File: src/rtl/scb_clear_arbiter_if.sv
// Scoreboard-clear bus: per-source request side plus the single clear port
// that feeds the scoreboard. The arbiter uses the slave modport.
interface scb_clear_arbiter_if #(
    parameter int NUM_WARPS    = 8,
    parameter int LOGNUM_WARPS = $clog2(NUM_WARPS),
    parameter int NUM_SRC      = 3
);
    logic [NUM_SRC-1:0]              Clear_Valid_In;
    logic [LOGNUM_WARPS*NUM_SRC-1:0] Clear_WarpID_In;
    logic [2*NUM_SRC-1:0]            Clear_ScbID_In;
    logic [NUM_SRC-1:0]              Clear_Ready_Out;
    logic [NUM_SRC-1:0]              Pending_Out;
    logic                            Clear_Valid_ALU_Scb;
    logic [LOGNUM_WARPS-1:0]         Clear_WarpID_ALU_Scb;
    logic [1:0]                      Clear_ScbID_ALU_Scb;

    modport master (
        output Clear_Valid_In, Clear_WarpID_In, Clear_ScbID_In,
        input  Clear_Ready_Out, Pending_Out,
        input  Clear_Valid_ALU_Scb, Clear_WarpID_ALU_Scb, Clear_ScbID_ALU_Scb
    );

    modport slave (
        input  Clear_Valid_In, Clear_WarpID_In, Clear_ScbID_In,
        output Clear_Ready_Out, Pending_Out,
        output Clear_Valid_ALU_Scb, Clear_WarpID_ALU_Scb, Clear_ScbID_ALU_Scb
    );
endinterface

File: src/rtl/scb_clear_arbiter.sv
// Scoreboard clear arbiter: one small FIFO per writeback source, drained by a
// round-robin arbiter into a registered single-clear-per-cycle output port.
module scb_clear_arbiter #(
    parameter int NUM_WARPS    = 8,
    parameter int LOGNUM_WARPS = $clog2(NUM_WARPS),
    parameter int NUM_SRC      = 3,
    parameter int FIFO_DEPTH   = 4
) (
    input  logic              clk,
    input  logic              rst,
    scb_clear_arbiter_if.slave bus
);
    localparam int PW = $clog2(FIFO_DEPTH);
    localparam int CW = PW + 1;
    localparam int SW = (NUM_SRC > 1) ? $clog2(NUM_SRC) : 1;
    localparam int EW = LOGNUM_WARPS + 2;
    localparam logic [CW-1:0] DEPTH_C  = CW'(FIFO_DEPTH);
    localparam logic [SW-1:0] LAST_RST = SW'(NUM_SRC - 1);

    logic [NUM_SRC-1:0]         ready;
    logic [NUM_SRC-1:0]         pending;
    logic [NUM_SRC-1:0]         push;
    logic [NUM_SRC-1:0]         pop;
    logic [NUM_SRC-1:0][EW-1:0] head;

    logic [SW-1:0]           last_q, last_d;
    logic [SW-1:0]           win_idx;
    logic [SW-1:0]           cand;
    logic                    win_found;
    logic                    valid_q, valid_d;
    logic [LOGNUM_WARPS-1:0] warp_q, warp_d;
    logic [1:0]              scb_q, scb_d;

    for (genvar g = 0; g < NUM_SRC; g++) begin : g_src
        logic [EW-1:0] mem_q [FIFO_DEPTH];
        logic [PW-1:0] wr_ptr_q, wr_ptr_d;
        logic [PW-1:0] rd_ptr_q, rd_ptr_d;
        logic [CW-1:0] count_q, count_d;

        // Ready looks only at the registered count, so a pop never frees a slot early.
        assign ready[g]   = (count_q < DEPTH_C);
        assign pending[g] = (count_q != '0);
        assign push[g]    = bus.Clear_Valid_In[g] && ready[g];
        assign head[g]    = mem_q[rd_ptr_q];

        // FIFO pointer/count next state.
        always_comb begin
            wr_ptr_d = wr_ptr_q;
            rd_ptr_d = rd_ptr_q;
            count_d  = count_q;
            if (push[g]) wr_ptr_d = wr_ptr_q + 1'b1;
            if (pop[g])  rd_ptr_d = rd_ptr_q + 1'b1;
            case ({push[g], pop[g]})
                2'b10:   count_d = count_q + 1'b1;
                2'b01:   count_d = count_q - 1'b1;
                default: count_d = count_q;
            endcase
        end

        // FIFO pointer/count registers; reset discards all queued clears.
        always_ff @(posedge clk) begin
            if (rst) begin
                wr_ptr_q <= '0;
                rd_ptr_q <= '0;
                count_q  <= '0;
            end else begin
                wr_ptr_q <= wr_ptr_d;
                rd_ptr_q <= rd_ptr_d;
                count_q  <= count_d;
            end
        end

        // FIFO storage write; contents are don't-care while count is zero.
        always_ff @(posedge clk) begin
            if (push[g]) begin
                mem_q[wr_ptr_q] <= {bus.Clear_WarpID_In[g*LOGNUM_WARPS +: LOGNUM_WARPS],
                                    bus.Clear_ScbID_In[2*g +: 2]};
            end
        end
    end

    // Round-robin search starting one past the last grant, wrapping around.
    always_comb begin
        win_found = 1'b0;
        win_idx   = last_q;
        cand      = '0;
        pop       = '0;
        for (int unsigned k = 1; k <= unsigned'(NUM_SRC); k++) begin
            cand = SW'((32'(last_q) + k) % unsigned'(NUM_SRC));
            if (!win_found && pending[cand]) begin
                win_found = 1'b1;
                win_idx   = cand;
            end
        end
        if (win_found) pop[win_idx] = 1'b1;
    end

    // Output stage next state; ID fields hold when no clear is issued.
    always_comb begin
        last_d  = last_q;
        valid_d = win_found;
        warp_d  = warp_q;
        scb_d   = scb_q;
        if (win_found) begin
            last_d          = win_idx;
            {warp_d, scb_d} = head[win_idx];
        end
    end

    // Output stage and grant pointer registers.
    always_ff @(posedge clk) begin
        if (rst) begin
            last_q  <= LAST_RST;
            valid_q <= 1'b0;
            warp_q  <= '0;
            scb_q   <= '0;
        end else begin
            last_q  <= last_d;
            valid_q <= valid_d;
            warp_q  <= warp_d;
            scb_q   <= scb_d;
        end
    end

    assign bus.Clear_Ready_Out      = ready;
    assign bus.Pending_Out          = pending;
    assign bus.Clear_Valid_ALU_Scb  = valid_q;
    assign bus.Clear_WarpID_ALU_Scb = warp_q;
    assign bus.Clear_ScbID_ALU_Scb  = scb_q;

    a_one_pop:      assert property (@(posedge clk) disable iff (rst) $onehot0(pop));
    a_push_ready:   assert property (@(posedge clk) disable iff (rst) (push & ~ready) == '0);
    a_pop_pending:  assert property (@(posedge clk) disable iff (rst) (pop & ~pending) == '0);
    a_valid_popped: assert property (@(posedge clk) disable iff (rst)
                                     valid_q |-> $past($onehot(pop)));
endmodule

File: src/flat_wrapper.sv
// flat-port wrapper written by rule: the top's interface ports become plain ports
module scb_clear_arbiter_flat 
#(
    parameter int NUM_WARPS    = 8,
    parameter int LOGNUM_WARPS = $clog2(NUM_WARPS),
    parameter int NUM_SRC      = 3,
    parameter int FIFO_DEPTH   = 4
)
  (clk, rst, bus_Clear_Valid_In, bus_Clear_WarpID_In, bus_Clear_ScbID_In, bus_Clear_Ready_Out, bus_Pending_Out, bus_Clear_Valid_ALU_Scb, bus_Clear_WarpID_ALU_Scb, bus_Clear_ScbID_ALU_Scb);
  scb_clear_arbiter_if #(.NUM_WARPS(NUM_WARPS), .LOGNUM_WARPS(LOGNUM_WARPS), .NUM_SRC(NUM_SRC)) bus_i ();
  input  logic clk;
  input  logic rst;
  input wire logic [$bits(bus_i.Clear_Valid_In)-1:0] bus_Clear_Valid_In;
  input wire logic [$bits(bus_i.Clear_WarpID_In)-1:0] bus_Clear_WarpID_In;
  input wire logic [$bits(bus_i.Clear_ScbID_In)-1:0] bus_Clear_ScbID_In;
  output wire logic [$bits(bus_i.Clear_Ready_Out)-1:0] bus_Clear_Ready_Out;
  output wire logic [$bits(bus_i.Pending_Out)-1:0] bus_Pending_Out;
  output wire logic [$bits(bus_i.Clear_Valid_ALU_Scb)-1:0] bus_Clear_Valid_ALU_Scb;
  output wire logic [$bits(bus_i.Clear_WarpID_ALU_Scb)-1:0] bus_Clear_WarpID_ALU_Scb;
  output wire logic [$bits(bus_i.Clear_ScbID_ALU_Scb)-1:0] bus_Clear_ScbID_ALU_Scb;
  assign bus_i.Clear_Valid_In = bus_Clear_Valid_In;
  assign bus_i.Clear_WarpID_In = bus_Clear_WarpID_In;
  assign bus_i.Clear_ScbID_In = bus_Clear_ScbID_In;
  assign bus_Clear_Ready_Out = bus_i.Clear_Ready_Out;
  assign bus_Pending_Out = bus_i.Pending_Out;
  assign bus_Clear_Valid_ALU_Scb = bus_i.Clear_Valid_ALU_Scb;
  assign bus_Clear_WarpID_ALU_Scb = bus_i.Clear_WarpID_ALU_Scb;
  assign bus_Clear_ScbID_ALU_Scb = bus_i.Clear_ScbID_ALU_Scb;
  scb_clear_arbiter #(.NUM_WARPS(NUM_WARPS), .LOGNUM_WARPS(LOGNUM_WARPS), .NUM_SRC(NUM_SRC), .FIFO_DEPTH(FIFO_DEPTH)) u_core (.clk(clk), .rst(rst), .bus(bus_i));
endmodule
File: config.mk
export PLATFORM = sky130hd
export DESIGN_NAME = scb_clear_arbiter_flat
export DESIGN_NICKNAME = d
export VERILOG_FILES = /design/src/rtl/scb_clear_arbiter_if.sv /design/src/rtl/scb_clear_arbiter.sv /design/src/flat_wrapper.sv
export SDC_FILE = /design/constraint.sdc
export NUM_CORES = 1
export LEC_CHECK = 0
export BUFFER_PORTS_ARGS = -buffer_cell sky130_fd_sc_hd__clkbuf_2
export CORE_MARGIN = 10
export CORE_UTILIZATION = 40
export CTS_CLUSTER_SIZE = 25
export DETAILED_ROUTE_END_ITERATION = 6
export PLACE_DENSITY = 0.56
export SLEW_MARGIN = 20
export SYNTH_ARGS = -nofsm -noshare
export SYNTH_HDL_FRONTEND = slang
export SYNTH_SLANG_ARGS = --single-unit
export TNS_END_PERCENT = 1
File: constraint.sdc
create_clock -name clk -period 6.7 [get_ports clk]
set_input_delay 1.34 -clock clk [delete_from_list [all_inputs] [get_ports clk]]
set_output_delay 1.34 -clock clk [all_outputs]
set_load 0.1 [all_outputs]
Word-level counts from Yosys, hierarchy flattened:

Memories as Yosys holds them, arrays and structs flattened. A register that Yosys moved wholly into a read port is not among the register bits.
Index checks and enable logic that the tools add are counted.

* bits in writable memories: 60
* output and inout port bits: 12
* logic and storage cells: 94
* memories: 3
* register bits: 29
* input port bits: 20

* reduce and logical (&&, ||, !) cells: 14
* divide/modulo/power cells: 3
* muxes and demuxes: 32
* equality and inequality tests: 6
* $add $sub $neg: 15
* $lt $le $gt $ge: 8

Memory list
* u_core.g_src[0].mem_q: words 4, bits a word 5, rd ports 1, clocked after memory_dff 1, write ports 1, line scb_clear_arbiter.sv:35 `logic [EW-1:0] mem_q [FIFO_DEPTH];`
* u_core.g_src[1].mem_q: words 4, bits a word 5, rd ports 1, clocked after memory_dff 1, write ports 1, line scb_clear_arbiter.sv:35
* u_core.g_src[2].mem_q: words 4, bits a word 5, rd ports 1, clocked after memory_dff 1, write ports 1, line scb_clear_arbiter.sv:35

Operators by type and width (number)
* 32-bit by 2-bit modulo with 32-bit output, second input constant: 3
* 2-bit two-way mux: 9
* 3-bit one-hot mux with 2 select lines: 3
* 1-bit two-way mux: 13
* 2-bit by 1-bit adder with 2-bit output, second input constant: 6
* 2-bit by 3-bit less-than comparator with 1-bit output, second input constant: 4
* 5-bit binary-select mux with 2-bit select: 1
* 3-bit by 1-bit adder with 3-bit output, second input constant: 3
* 3-bit less-than comparator, second input constant: 3
* 3-bit nonzero test: 3
* 3-bit by 1-bit subtractor with 3-bit output, second input constant: 3
* 2-bit by 2-bit adder with 3-bit output, second input constant: 2
* 1-bit binary-select mux with 2-bit select: 3
* 2-bit by 1-bit equality test with 1-bit output, second input constant: 3
* 2-bit equality test, second input constant: 3
* 1-bit logical AND: 6
* 2-bit nonzero test: 3
* 5-bit two-way mux: 1
* 2-bit by 1-bit adder with 3-bit output, second input constant: 1
* 3-bit two-way mux: 1
* 1-bit demux with 2-bit select: 1
* 2-bit by 1-bit greater-or-equal comparator with 1-bit output, second input constant: 1
* 1-bit logical NOT: 2

Longest topological paths before layout:

Gate-level depths: netlist of the first run.

* depth in word-level cells: 18
* mapped depth: 16
* mapped depth without buffers: 14

Least setup slack after synthesis of the first run:

OpenSTA, ideal clock, no wires.

* kind: register to register
* from: register u_core.g_src[1].count_q[0]
* to: register u_core.g_src[2].count_q[2]
* data arrival time: 3249 ps
* setup slack: 3381 ps
* path buffers: 1
* library setup time: 70 ps
* period minus slack after synthesis: 3319 ps
* cell stages (with the launch flop): 15
* required time: 6630 ps
* cells stage by stage: dfxtp_1 nor3_4 inv_1 a21oi_1 o22ai_1 nor3_1 o21a_4 and2_1 buf_6 ha_1 inv_1 fa_1 xor2_1 or3_1 a21oi_1

* word-level cells in the longest chain between the ends: 17
* elaborated cells on any way between the ends: 27
* classes of those cells: 2 x order compare; 2 x eq/ne; 16 x mux; 7 x reduce/logical

RTL lines
* start: declaration: line scb_clear_arbiter.sv:38 `logic [CW-1:0] count_q, count_d;`
* start signal: assignment: line scb_clear_arbiter.sv:69 `count_q <= count_d;`
* 3-bit nonzero test *: line scb_clear_arbiter.sv:42 `assign pending[g] = (count_q != '0);`
* via bus_Pending_Out[1]: line flat_wrapper.sv:17 `output wire logic [$bits(bus_i.Pending_Out)-1:0] bus_Pending_Out;`
* 1-bit binary-select mux with 2-bit select: line scb_clear_arbiter.sv:90 `if (!win_found && pending[cand]) begin`
* 1-bit two-way mux (implied by the code): line scb_clear_arbiter.sv:90
* 1-bit two-way mux: line scb_clear_arbiter.sv:90
* 1-bit logical NOT: line scb_clear_arbiter.sv:90
* 1-bit logical AND: line scb_clear_arbiter.sv:90
* 1-bit two-way mux: line scb_clear_arbiter.sv:90
* [... 3 more ...]
* 2-bit by 3-bit less-than comparator with 1-bit output (implied by the code) / 2-bit by 1-bit greater-or-equal comparator with 1-bit output (equally long branches): line scb_clear_arbiter.sv:95 `if (win_found) pop[win_idx] = 1'b1;`
* 1-bit logical AND (implied by the code): line scb_clear_arbiter.sv:95
* 1-bit two-way mux (implied by the code): line scb_clear_arbiter.sv:95
* 1-bit demux with 2-bit select
* 3-bit two-way mux *: line scb_clear_arbiter.sv:95
* via u_core.pop[2]: line scb_clear_arbiter.sv:23 `logic [NUM_SRC-1:0] pop;`
* 2-bit by 1-bit equality test with 1-bit output / 2-bit equality test (equally long branches): line scb_clear_arbiter.sv:53 `case ({push[g], pop[g]})`
* 3-bit one-hot mux with 2 select lines / 2-bit nonzero test (equally long branches)
* end signal: assignment: line scb_clear_arbiter.sv:69
* end: declaration: line scb_clear_arbiter.sv:38

Mark *: on every way through the listed nets, which the timed path passes. The rest lies on a longest branch. The select of a mux whose other input is x is not followed.
A chain may end at the register's enable or synchronous reset.

Final worst setup path of the first run:

* from: register u_core.last_q[0]
* to: register u_core.g_src[2].count_q[2]

* word-level cells in the longest chain between the ends: 18
* elaborated cells on any way between the ends: 32
* classes of those cells: 3 x add/sub; 3 x div; 2 x order compare; 2 x eq/ne; 16 x mux; 6 x reduce/logical

RTL lines
* start: declaration: line scb_clear_arbiter.sv:26 `logic [SW-1:0] last_q, last_d;`
* start signal: assignment: line scb_clear_arbiter.sv:118 `last_q <= last_d;`
* 2-bit by 1-bit adder with 3-bit output: line scb_clear_arbiter.sv:89 `cand = SW'((32'(last_q) + k) % unsigned'(NUM_SRC));`
* 32-bit by 2-bit modulo with 32-bit output: line scb_clear_arbiter.sv:89
* 1-bit binary-select mux with 2-bit select: line scb_clear_arbiter.sv:90
* 1-bit two-way mux (implied by the code): line scb_clear_arbiter.sv:90
* 1-bit two-way mux: line scb_clear_arbiter.sv:90
* 1-bit logical NOT: line scb_clear_arbiter.sv:90
* 1-bit logical AND: line scb_clear_arbiter.sv:90
* 1-bit two-way mux: line scb_clear_arbiter.sv:90
* [... 2 more ...]
* 2-bit two-way mux: line scb_clear_arbiter.sv:90
* 2-bit by 3-bit less-than comparator with 1-bit output (implied by the code) / 2-bit by 1-bit greater-or-equal comparator with 1-bit output (equally long branches): line scb_clear_arbiter.sv:95
* 1-bit logical AND (implied by the code): line scb_clear_arbiter.sv:95
* 1-bit two-way mux (implied by the code): line scb_clear_arbiter.sv:95
* 1-bit demux with 2-bit select
* 3-bit two-way mux *: line scb_clear_arbiter.sv:95
* 2-bit by 1-bit equality test with 1-bit output / 2-bit equality test (equally long branches): line scb_clear_arbiter.sv:53
* 3-bit one-hot mux with 2 select lines / 2-bit nonzero test (equally long branches)

Mark *: on every way between the ends. The rest lies on a longest branch, timed or not. The select of a mux whose other input is x is not followed.

==> results of run 1 <==
layer usage:
metal	wire (microns)	global-route usage
met5	0	0
met4	117	0.04585
met3	246	0.02142
met1	3580	0.1365
met2	3718	0.1698
worst max-delay path, delay by kind of cell (launching register included):
kind / cells / cell delay, ns
simple gates: 4 / 1.15
fa+ha+maj: 3 / 1.13
compound gates: 4 / 0.56
flops: 1 / 0.34
xor+xnor: 1 / 0.15
buf+inv: 2 / 0.12
cells by family (layout without fill, tap and decap cells):
family,after synthesis,after routing,synth area share
compound gates,53,53,0.08998
xor+xnor,12,12,0.02462
fa+ha+maj,21,21,0.06624
buf+inv,47,78,0.04484
flops,95,95,0.5862
mux,22,22,0.09789
simple gates,75,75,0.09027
worst min path at each step:
stage                                                            to  cells past startpoint                                       startpoint  slack, ns
floorplan                                                  register                      2         u_core.g_src[1].rd_ptr_q[1]$_SDFFE_PP0P_       0.48
global placement                                           register                      2         u_core.g_src[1].rd_ptr_q[1]$_SDFFE_PP0P_       0.50
detailed placement         u_core.g_src[0].rd_ptr_q[0]$_SDFFE_PP0P_                      2         u_core.g_src[0].rd_ptr_q[0]$_SDFFE_PP0P_       0.52
CTS                        u_core.g_src[0].rd_ptr_q[0]$_SDFFE_PP0P_                      2         u_core.g_src[0].rd_ptr_q[0]$_SDFFE_PP0P_       0.53
global route        u_core.bus.Clear_WarpID_ALU_Scb[0]$_SDFFE_PP0N_                      2  u_core.bus.Clear_WarpID_ALU_Scb[0]$_SDFFE_PP0N_       0.56
finish              u_core.bus.Clear_WarpID_ALU_Scb[2]$_SDFFE_PP0N_                      2  u_core.bus.Clear_WarpID_ALU_Scb[2]$_SDFFE_PP0N_       0.52
cell type report:
type	instances	area [sq um]
Timing Repair Buffer	31	155.1
Sequential cell	95	2502
Tap cell	136	170.2
Clock buffer	11	131.4
Clock inverter	5	41.29
Inverter	31	116.4
Fill cell	978	5678
Multi-Input combinational cell	183	1575
metrics by stage:
stage / instance area, sq um / hold slack, ns / util
2_1_floorplan: 4269 / 0.4847 / -
3_5_place_dp: 4519 / 0.5201 / 0.4358
6_report: 4692 / 0.5245 / 0.4525
4_1_cts: 4692 / 0.5346 / 0.4525
5_1_grt: 4692 / 0.5629 / 0.4525
3_3_place_gp: 4519 / 0.5038 / 0.4358
registers in the layout, indices dropped and copies added (netlist names), named ones only:
signal / cells
u_core.g_src.rd_ptr_q: 6
u_core.g_src.wr_ptr_q: 6
u_core.bus.Clear_Valid_ALU_Scb: 1
u_core.bus.Clear_ScbID_ALU_Scb: 2
u_core.last_q: 2
u_core.g_src.count_q: 9
u_core.g_src.mem_q: 60
u_core.bus.Clear_WarpID_ALU_Scb: 3
cell usage in the layout, fill, tap and decap left out, types with 3 or more instances in the layout:
cell type,count
a2111oi_1,5
a21oi_1,20
and2_1,16
clkbuf_2,31
clkbuf_8,9
dfxtp_1,35
edfxtp_1,60
fa_1,3
ha_1,17
inv_1,30
mux2i_1,5
mux4_2,15
nand2_1,6
nor2_1,35
nor2b_1,5
o21ai_0,6
o21ai_1,3
or3_1,3
xnor2_1,4
xor2_1,8
==> summary.txt, run 1 <==
Run status
  • Status: completed

Synth
  • Syn nets: 365
  • Synthesized area: 0.004269 sq mm
  • EDFF count, synth: 60
  • Synth Instances: 325
  • FF+latch count, synth: 95
  • Synth cell count leaders: 60 x edfxtp_1, 35 x dfxtp_1, 35 x nor2_1
  • Most common cell in the netlist: edfxtp_1
  • Synth cell types: 48
  • Top cell type's share of synthesized area: 0.4220
  • Leading area contributor after synthesis: edfxtp_1
  • Synth warn: 0
  • Post-Syn Area per Cell: 13.14 sq um
  • Seq/Total Area, Yosys: 0.5862
  • Top cells by area, synth: edfxtp_1 42%, dfxtp_1 16%, mux4_2 7.9%
  • Fraction of registers with async set/reset: 0
  • Post-synth top flop: edfxtp_1

Worst setup path
  • Critical Path End: u_core.g_src[2].count_q[2]$_SDFFE_PP0P_
  • Reg2Reg Depth: 14
  • Cell at the slowest stage of the critical path: ha_1
  • Crit path from: u_core.last_q[0]$_SDFFE_PP0N_
  • Crit end category: register
  • Crit path arrival time: 3.80 ns
  • Crit-path cells: inv_1 > ha_1 > and2_1 > o21ai_0 > a21oi_1 > o22ai_2 > nand2_1 > and2_1 > ha_1 > inv_1 > fa_1 > xor2_1 > or3_1 > a21oi_1
  • Critical Path Fanout Max: 13
  • Crit Path Class: reg -> reg
  • CP max stage delay: 0.54 ns
  • RR Endpoint: u_core.g_src[2].count_q[2]$_SDFFE_PP0P_
  • Worst endpoint required time: 6.97 ns
  • R2r setup slk: 3.16 ns
  • Reg2reg start: u_core.last_q[0]$_SDFFE_PP0N_
  • Startpoint types: register

Global route
  • Vias in the first global route: 2513
  • Initial antenna violation count: 0
  • GRT Total Usage: 0.1059
  • Gr ovfl total: 0
  • First-pass GRT wire length: 12540 microns
  • Largest net degree at the start of global routing: 35

Timing
  • Clk_skew: 0.01072 ns
  • Max Fclk: 282.9 MHz
  • Final hold violation count: 0
  • Setup ws final: 3.165 ns
  • Setup_tns: 0 ns
  • RSZ-0062 raised after global routing: no
  • Tightest Pin Transition: 0.9550 ns
  • Final Max Tran Viols: 0
  • Relative slew slack: 0.3633
  • Post-layout min period: 3.535 ns
  • Setup violators final: 0
  • Final period util: 0.5277

Clock network
  • Clock transition at the registers of the reported paths: 0.09 ns
  • CTS sink cnt: 95
  • Clock buffer depth: 2
  • Cts repair resizes: 0
  • Clock latency on the worst-skew pair: 0.36 ns
  • Setup bufs post-CTS: 0
  • CTS Hold Bufs: 0
  • CTS tree: done
  • Clock root cell: clkbuf_8
  • CTS Buf Count: 9
  • Number of H-tree levels: 3

Job
  • Max-Cap Viols: 0

Detailed routing
  • # DRC: 0
  • Vias/cell: 4.965
  • DR vias: 2443
  • Drt pass-1 iters: 4
  • WL per Instance: 15.58 microns
  • Initial drt markers: 121
  • Detail Route Antenna Nets: 0
  • Drt total wl: 7663 microns

Floorplan
  • Die area: 0.01521 sq mm
  • Row count: 37
  • Die height: 123.3 microns
  • CORE AREA: 0.01037 sq mm
  • Initial Util: 0.4117
  • Die W: 123.3 microns
  • # IOs: 32

Layout
  • Nets@finish: 391
  • ANT cells: 0
  • Layout cells sized above 1: 0.1966
  • Final Non-Filler Cells: 492
  • Layout area overhead: 9.906%

Placement
  • RD Place Congestion: 0.7823
  • # placed instances: 476
  • IO Port Bufs: 31
  • Post-DP HPWL: 5564 microns
  • Worst slack, placed: 3.190 ns

Hold path
  • Min-delay worst type: reg -> reg
Power of run 1 is not shown: default switching activity piles up to over one toggle a cycle in this logic, so the estimate is an artifact.
==> inputs of run 2 (changes only) <==
--- a/config.mk
+++ b/config.mk
@@ -10,7 +10,7 @@
 export CORE_UTILIZATION = 40
 export CTS_CLUSTER_SIZE = 25
 export DETAILED_ROUTE_END_ITERATION = 6
-export PLACE_DENSITY = 0.56
+export PLACE_DENSITY = 0.58
 export SLEW_MARGIN = 20
 export SYNTH_ARGS = -nofsm -noshare
 export SYNTH_HDL_FRONTEND = slang
==> constraint.sdc (replaced) <==
create_clock -name clk -period 3.2 [get_ports clk]
set_input_delay 0.64 -clock clk [delete_from_list [all_inputs] [get_ports clk]]
set_output_delay 0.64 -clock clk [all_outputs]
set_load 0.1 [all_outputs]
==> summary.txt, run 2 (synthesized netlist as in run 1, its figures left out) <==
Floorplan
  • CORE AREA: 0.01037 sq mm (unchanged)
  • Die area: 0.01521 sq mm (unchanged)
  • Row count: 37 (unchanged)
  • Die W: 123.3 microns (unchanged)
  • Initial Util: 0.4117 (unchanged)
  • # IOs: 32 (unchanged)
  • Die height: 123.3 microns (unchanged)

Timing
  • Post-layout min period: 3.027 ns (-0.5079 ns)
  • Final period util: 0.9461 (+0.4184)
  • Final Max Tran Viols: 0 (unchanged)
  • Relative slew slack: 0.5012 (+0.1379)
  • WHS: 0.4960 ns (-0.02856 ns)
  • Setup violators final: 0 (unchanged)
  • Final hold violation count: 0 (unchanged)
  • Max Fclk: 330.3 MHz (+17%)
  • Tightest Pin Transition: 0.7481 ns (-0.2069 ns)
  • Clk_skew: 0.01666 ns (+0.005933 ns)

Layout
  • Nets@finish: 409 (+4.6%)
  • Most flop-heavy register: u_core.g_src.mem_q
  • ANT cells: 0 (unchanged)
  • Most frequent cells in the layout: 60 x edfxtp_1, 35 x nor2_1, 34 x dfxtp_1
  • Layout area overhead: 14.86%
  • Layout cells sized above 1: 0.2620 (+0.06540)
  • Post-layout util: 0.4729 (+0.02039)
  • Biggest regs: u_core.g_src.mem_q (60), u_core.g_src.count_q (9)
  • Max reg flops: 60 (unchanged)
  • Most common cell after layout, fill and taps aside: edfxtp_1

Detailed routing
  • Drt pass-1 iters: 5 (+1)
  • Vias/cell: 4.859 (-2.1%)
  • WL per Instance: 15.54 microns (-0.22%)
  • Initial drt markers: 216 (+79%)
  • Drt total wl: 7926 microns (+3.4%)
  • Detail Route Antenna Nets: 0 (unchanged)
  • # DRC: 0 (unchanged)
  • DR vias: 2478 (+1.4%)

Global route
  • Vias in the first global route: 2460 (-2.1%)
  • Initial antenna violation count: 0 (unchanged)
  • Largest net degree at the start of global routing: 35 (unchanged)
  • GRT Total Usage: 0.1059 (about the same)
  • First-pass GRT wire length: 12480 microns (-0.44%)
  • Gr ovfl total: 0 (unchanged)

Worst setup path
  • Crit path arrival time: 3.29 ns (-0.51 ns)
  • RR Endpoint: u_core.g_src[0].count_q[2]$_SDFFE_PP0P_
  • Crit Path Class: reg -> reg
  • Crit path from: u_core.g_src[1].count_q[1]$_SDFFE_PP0P_
  • Startpoint types: register
  • Crit end category: register
  • Worst endpoint required time: 3.46 ns (-3.51 ns)
  • Critical Path Fanout Max: 5 (-8)
  • Reg2reg start: u_core.g_src[1].count_q[1]$_SDFFE_PP0P_
  • R2r setup slk: 0.17 ns (-2.99 ns)
  • Reg2Reg Depth: 13 (-1)

Clock network
  • Number of H-tree levels: 3 (unchanged)
  • Clock root cell: clkbuf_8
  • CTS sink cnt: 95 (unchanged)
  • CTS Buf Count: 9 (unchanged)
  • CTS tree: done
  • Clock buffer depth: 2 (unchanged)
  • Clock latency on the worst-skew pair: 0.36 ns (about the same)
  • Clock transition at the registers of the reported paths: 0.10 ns (about the same)

Hold path
  • Min-delay worst type: in -> reg
  • Hold_sp: bus_Clear_ScbID_In[4]
  • Hold endpoint: u_core.g_src[2].mem_q[1][0]$_DFFE_PP_
  • Hold path cells: 1 (-1)

Placement
  • IO Port Bufs: 31 (unchanged)
  • Post-DP HPWL: 5729 microns (+3.0%)
  • RD Place Congestion: 0.8329 (+6.5%)

Job
  • Max-Cap Viols: 0 (unchanged)

Run status
  • Status: completed
run 2: changes by cell type in the layout (fill, tap and decap cells not counted), sizes merged:
cell / delta
buf: +18
bufinv: +1
clkinvlp: -2
inv: +1
run 2: how the worst max path moves through the flow:
stage | to | depth (start not counted)
after global placement | u_core.g_src[0].count_q[2]$_SDFFE_PP0P_ | 15
after floorplan | u_core.g_src[2].count_q[2]$_SDFFE_PP0P_ | 14
after detailed placement | u_core.g_src[0].count_q[2]$_SDFFE_PP0P_ | 13
after CTS | u_core.g_src[0].count_q[2]$_SDFFE_PP0P_ | 13
final | u_core.g_src[0].count_q[2]$_SDFFE_PP0P_ | 13
after global routing | u_core.g_src[2].count_q[2]$_SDFFE_PP0P_ | 13
run 2: routing by layer:
layer,global-route usage,wire length (microns)
met3,0.02735,374
met2,0.1634,3768
met5,0,0
met4,0.04440,88
met1,0.1389,3694
run 2: cell type report:
class / count / area [sq um]
repair buffers: 49 / 290.3
well taps: 136 / 170.2
fillers: 951 / 5466
clock inverters: 5 / 61.31
flip-flops and latches: 95 / 2504
inverters: 31 / 116.4
clock buffers: 11 / 152.6
multi-input cells: 183 / 1609
run 2: critical path: stages (launching register included):
cell,delay (ns)
dfxtp_1,0.35
nor3_4,0.36
buf_4,0.19
o22ai_1,0.07
o31a_1,0.29
o22ai_2,0.14
and2_4,0.17
and2_4,0.15
ha_1,0.18
inv_1,0.06
fa_1,0.37
xor2_1,0.16
or3_1,0.31
a21oi_1,0.16
run 2: what timing repair did:
| action | CTS | global route |
|---|---|---|
| resized for setup | 0 | 11 |
| setup buffers | 0 | 5 |
| hold buffers | 0 | 0 |
| endpoints found under the setup margin | 0 | 2 |
run 2: stage by stage:
step	setup TNS (ns)	instance area (sq um)	cells	setup slack, ns
after global placement	0	4617	489	0.1201
final	0	4903	510	0.1726
after CTS	0	4831	505	0.01325
after floorplan	-0.1892	4269	325	-0.1194
after global routing	-0.003276	4903	510	-0.003276
after detailed placement	0	4617	489	0.03892
Power of run 2 is left out for the same reason.
